[src/rtl/mem_arbiter.sv]
// mem_arbiter: arbitrates an instruction-fetch port and a data port onto one unified memory bus.
//   Build option: define ARB_ROUND_ROBIN_EN for alternating grants on conflict; otherwise data always wins.
//   Ports:
//     Clk, Reset_N                    clock and asynchronous active-low reset
//     i_req, i_address                fetch request (held until i_ready)
//     i_rdata, i_ready                fetched word and one-cycle completion pulse
//     d_readM, d_writeM, d_address,   data request (held until d_ready); write wins if both set
//     d_wdata
//     d_rdata, d_ready                load data and one-cycle completion pulse
//     m_readM, m_writeM, m_address,   unified-memory strobes, address and store data
//     m_wdata
//     m_rdata, m_ack                  unified-memory read data and completion pulse
//     grant_count                     completed memory transactions (wraps)
module mem_arbiter #(
  parameter int WORD_SIZE = 16
) (
  input  logic                 Clk,
  input  logic                 Reset_N,
  input  logic                 i_req,
  input  logic [WORD_SIZE-1:0] i_address,
  output logic [WORD_SIZE-1:0] i_rdata,
  output logic                 i_ready,
  input  logic                 d_readM,
  input  logic                 d_writeM,
  input  logic [WORD_SIZE-1:0] d_address,
  input  logic [WORD_SIZE-1:0] d_wdata,
  output logic [WORD_SIZE-1:0] d_rdata,
  output logic                 d_ready,
  output logic                 m_readM,
  output logic                 m_writeM,
  output logic [WORD_SIZE-1:0] m_address,
  output logic [WORD_SIZE-1:0] m_wdata,
  input  logic [WORD_SIZE-1:0] m_rdata,
  input  logic                 m_ack,
  output logic [WORD_SIZE-1:0] grant_count
);
  localparam logic [1:0] IDLE   = 2'd0;
  localparam logic [1:0] I_BUSY = 2'd1;
  localparam logic [1:0] D_BUSY = 2'd2;
  logic [1:0] state;
  logic d_req, pick_d;
  assign d_req = d_readM | d_writeM;
`ifdef ARB_ROUND_ROBIN_EN
  // Last-grant record: 1 = data was granted last; reset points at fetch so data wins the first conflict.
  logic last_d;
  assign pick_d = d_req & (~i_req | ~last_d);
  always_ff @(posedge Clk or negedge Reset_N)
    if (!Reset_N) last_d <= 1'b0;
    else if (state == IDLE && (d_req | i_req)) last_d <= pick_d;
`else
  assign pick_d = d_req;
`endif
  always_ff @(posedge Clk or negedge Reset_N)
    if (!Reset_N) begin
      state       <= IDLE;
      m_readM     <= 1'b0;
      m_writeM    <= 1'b0;
      m_address   <= '0;
      m_wdata     <= '0;
      i_rdata     <= '0;
      d_rdata     <= '0;
      i_ready     <= 1'b0;
      d_ready     <= 1'b0;
      grant_count <= '0;
    end else begin
      i_ready <= 1'b0;
      d_ready <= 1'b0;
      if (state == IDLE) begin
        if (d_req | i_req) begin
          state     <= pick_d ? D_BUSY : I_BUSY;
          m_address <= pick_d ? d_address : i_address;
          m_wdata   <= pick_d ? d_wdata : m_wdata;
          m_writeM  <= pick_d & d_writeM;
          m_readM   <= ~(pick_d & d_writeM);
        end
      end else if (m_ack) begin
        state       <= IDLE;
        m_readM     <= 1'b0;
        m_writeM    <= 1'b0;
        grant_count <= grant_count + WORD_SIZE'(1);
        if (state == I_BUSY) begin
          i_ready <= 1'b1;
          i_rdata <= m_rdata;
        end else begin
          d_ready <= 1'b1;
          d_rdata <= m_readM ? m_rdata : d_rdata;
        end
      end
    end
endmodule

[config.mk]
export PLATFORM = sky130hd
export DESIGN_NAME = mem_arbiter
export DESIGN_NICKNAME = d
export VERILOG_FILES = /design/src/rtl/mem_arbiter.sv
export SDC_FILE = /design/constraint.sdc
export NUM_CORES = 1
export LEC_CHECK = 0
export ABC_AREA = 1
export BUFFER_PORTS_ARGS = -buffer_cell sky130_fd_sc_hd__buf_2
export CAP_MARGIN = 10
export CORE_MARGIN = 5
export CORE_UTILIZATION = 35
export DETAILED_ROUTE_END_ITERATION = 6
export MAX_ROUTING_LAYER = met4
export PLACE_DENSITY = 0.7
export SLEW_MARGIN = 5
export SYNTH_ARGS = -nofsm -noshare
export SYNTH_HDL_FRONTEND = slang
export SYNTH_SLANG_ARGS = --single-unit
[constraint.sdc]
create_clock -name Clk -period 1.95 [get_ports Clk]
set_clock_uncertainty 0.15 [all_clocks]
set_input_delay 0.195 -clock Clk [delete_from_list [all_inputs] [get_ports Clk]]
set_output_delay 0.195 -clock Clk [all_outputs]
set_load 0.005 [all_outputs]
# Word level (Yosys, flattened, before mapping)
# Cells that the tools add are included.
# totals
word_cells	43
regBits	86
in_bits	70
output_inout_bits	84
# op_classes
muxes	16
bitwise_logic	6
n_reduce_logical	8
add_sub_neg	1
eq_ne	2
# ops
operator	n
adder 16 x 1 -> 16 bit, second input constant	1
two-way mux 16 bit	1
two-way mux 1 bit	11
two-way mux 2 bit	4
AND reduction 2 bit	3
AND reduction 3 bit	2
AND reduction 4 bit	1
inverter 1 bit	3
equality test 2 x 1 -> 1 bit, second input constant	1
zero test 2 bit	1
!= test 2 x 1 -> 1 bit, second input constant	1
OR 1 bit	2
nonzero test 2 bit	1
bitwise AND 1 bit	1

# Logic depth before layout (Yosys ltp)
# depth
depth_word	5
mapped_depth	8
ltp_nobuf	8

# Worst setup path after synthesis
# Ideal clock, no wire load.
# synth_path
path_type	register to register
start	reg grant_count[0]
end	reg grant_count[8]
path_stages_with_launch	9
synth_period_minus_slack_ns	1.462
t_required_ns	1.683
setup_slack_ns	0.488
arrival_ns	1.195
path_cell_list	dfrtp_1 ha_1 nand2_1 nor2_1 nand2_1 nor2_1 nand2_1 nand2_1 nand2_1
# synth_between
elab_chain_len	1
# synth_lines
item	line	text
start: declaration	35	output logic [WORD_SIZE-1:0] grant_count
start signal: assignment	80	grant_count <= grant_count + WORD_SIZE'(1);
adder 16 x 1 -> 16 bit	80	
# Every way passes these cells.
# A chain may end at the register's enable or synchronous reset.

# Final worst setup path
# layout_path
start	in d_writeM
end	reg m_readM
# layout_between
elab_chain_len	5
# layout_lines
item	line	text
start: declaration	24	input logic d_writeM,
OR 1 bit	42	assign d_req = d_readM | d_writeM;
bitwise AND 1 bit	74	m_readM <= ~(pick_d & d_writeM);
inverter 1 bit	74	
two-way mux 1 bit	69	if (d_req | i_req) begin
two-way mux 1 bit	68	if (state == IDLE) begin
end signal: assignment	74	
end: declaration	29	output logic m_readM,
# Several ways; a longest one is shown, not always the timed one. The select of a mux whose other input is x is not followed.

==> results by group <==
Layout
  – Layout cell share with drive strength beyond 1: 33.3%
  – Final net count: between 600 and 700
  – Syn-to-layout area delta: 48.6%
  – Number of diodes: 0
  – Commonest non-fill, non-tap cell in the layout: buf_2
  – Most frequent cells in the layout: buf_2 (152), nand2_1 (108), dfrtp_1 (86)

Detailed routing
  – Routed wire length: around 10 mm
  – Via count: 3352
  – Pre-antenna DRT Iters: 4
  – 1st-iter DRT viols: roughly 170
  – WL/cell: ~14 um
  – Detail-routed via count per cell: 4.54
  – Post-route ant nets: 0
  – Drc violations: 0

Yosys
  – Cell taking the most area after synthesis: dfrtp_1
  – Post-synth net total: ~450
  – Area of the mapped netlist: 3680 um2
  – Post-synthesis average cell area: between 9 and 10 um2
  – Share of the synthesized area in the top cell type: 58.5%
  – Post-Syn Instances: 374
  – Register bit total from synthesis: 86
  – Syn. warnings: 0
  – Register area share after synthesis: 58.5%
  – Yosys cell types: 28
  – Main area contributors after synthesis: dfrtp_1 (58%), nand2_1 (11%), o21ai_0 (5.0%)

Clock tree
  – Post-CTS Resized: 0
  – TritonCTS clock tree: yes
  – CTS Buf Count: 9
  – Worst skew pair latency: 350 ps
  – Max Root-Sink Buffers: 2
  – Clock root buffer: clkbuf_8
  – H-Tree Depth: 3
  – Reg clk slew, reported paths: 80 ps
  – Clock sinks: 86

STA
  – Final hold violation count: 0
  – Fmax: 568 MHz
  – Fin crit share: about 90%
  – Slew headroom: 68.6%
  – Tightest Pin Transition: 471 ps
  – Final max-slew violation count: 0
  – RSZ-0062 raised after global routing: no
  – Setup tns final: 0 ps
  – Period minus WS final: ~1800 ps
  – Final setup viols: 0

Critical path
  – Critical Path End Type: flop
  – Critical Path Start Type: input pin
  – Reg2Reg Depth: 7
  – Crit Reg-Reg Endpoint: grant_count[8]
  – CP Max Fanout: 34
  – WP data required: about 2000 ps
  – Crit Path Class: input pin to flop
  – Reg-to-Reg Start: state[0]
  – Arr. time, crit path: 1840 ps
  – Flop2flop setup slack: 270 ps

Worst hold path
  – Hold EP: state[0]
  – WHS Path Cells: 4
  – Worst hold path class: input pin to flop
  – Worst min-delay path startpoint: d_readM

Global routing
  – Global-route wire length before repair: 16.6 mm
  – Gr usage total: 16.8%
  – Largest net degree at the start of global routing: 87
  – Total gr overflow: 0
  – Initial antenna violation count: 0
  – Vias in the first global route: 3467

Die
  – Top Ports: 154
  – Die area: 12700 um2
  – Die W: 113 um
  – Area of the core: just over 10000 um2
  – # rows: 37
  – Chip height: between 100 and 150 um
  – Starting Density: 35.8%

Placed design
  – IO Port Bufs: 153
  – Detail Placement HPWL: between 6 and 7 mm
  – GP Congestion: about 0.81

Run
  – Max-cap violations: 0

Power and ir drop
  – Maximum vdd ir drop: roughly 560 uV
  – P_leak: 0.00287 uW
  – Design Power: 6630 uW
  – Power Dens Cells: 1210 nW/um2

Run status
  – Status: finished, final reports clean
flip-flops by register name (all words and copies together) (netlist names):
| signal | cells |
|---|---|
| d_rdata | 16 |
| d_ready | 1 |
| grant_count | 16 |
| i_rdata | 16 |
| i_ready | 1 |
| m_address | 16 |
| m_readM | 1 |
| m_wdata | 16 |
| m_writeM | 1 |
| state | 2 |
cell families after synthesis:
family	Yosys count	share of synthesized area (%)
buf+inv	47	5.71
xor+xnor	9	2.14
flops	86	58.5
simple gates	161	19.6
fa+ha+maj	1	0.340
mux	16	5.81
compound gates	54	7.89
cells in the mapped netlist:
| cell type | n |
|---|---|
| a31oi_1 | 16 |
| buf_2 | 6 |
| buf_4 | 2 |
| buf_6 | 2 |
| clkbuf_1 | 2 |
| clkbuf_2 | 1 |
| dfrtp_1 | 86 |
| ha_1 | 1 |
| inv_1 | 33 |
| inv_4 | 1 |
| mux2_2 | 7 |
| mux2_4 | 9 |
| nand2_1 | 108 |
| nand2_2 | 1 |
| nand2_4 | 3 |
| nand2_8 | 1 |
| nand3_1 | 6 |
| nand3_2 | 1 |
| nand3b_1 | 2 |
| nand4_1 | 5 |
| nor2_1 | 28 |
| nor2_2 | 2 |
| nor2_4 | 3 |
| nor2_8 | 1 |
| o21ai_0 | 37 |
| o21ai_1 | 1 |
| xnor2_1 | 2 |
| xor2_1 | 7 |
through the flow:
step | hold WS [ps] | std cells | cell area (um2) | setup slack, ps | utilization [%]
2_1_floorplan | -251 | 374 | 3680 | 488 | -
3_3_place_gp | 111 | 655 | 4590 | 331 | 44.7
3_5_place_dp | 122 | 655 | 4590 | 261 | 44.7
4_1_cts | 163 | 739 | 5470 | 228 | 53.2
5_1_grt | 198 | 739 | 5470 | 71.3 | 53.2
6_report | 183 | 739 | 5470 | 189 | 53.2
report_power, final:
part	leakage, uW	internal, uW	switching, uW	total [uW]
Clock	0.0000996	662	611	1270
Sequential	0.00106	2530	481	3010
Combinational	0.00171	1200	1150	2340
worst max path at each step:
stage                   startpoint              to  slack [ps]  cells after the start
finish                    d_writeM         m_readM         190                      9
global route                 m_ack  grant_count[8]          70                      9
CTS                       d_writeM         m_readM         230                      9
detailed placement        state[0]  grant_count[8]         260                      7
global placement          state[0]  grant_count[8]         330                      7
floorplan           grant_count[0]  grant_count[8]         490                      8
area by class of cell:
class	instances	area [um2]
inverter	34	130
fill	934	4810
clock buffer	13	159
timing repair buffer	226	1500
sequential	86	2150
tap	136	170
clock inverter	3	42.5
multi-input combinational	241	1320
timing repair:
item                                   4_1_cts  5_1_grt
setup buffers                                0        0
hold buffers                                68        0
endpoints found under the hold margin      155        0
routing by layer:
layer / routed length (um) / track usage (%) / share of wire [%] / vias to the layer above
met4: 301 / 8.57 / 2.9 / 0
met5: 0 / - / 0 / -
met2: 5270 / 29.0 / 51 / 124
li1: - / - / - / 1644
met3: 527 / 2.32 / 5.1 / 25
met1: 4170 / 18.9 / 41 / 1559
critical path: stages:
cell           delay, ps
dlygate4sd3_1        530
buf_2                150
nor2_4                60
inv_4                180
nand2_8              180
nand2_4              300
inv_1                100
nand3_1               70
o21ai_0               70
No activity file was read; power rests on OpenSTA's default activity.
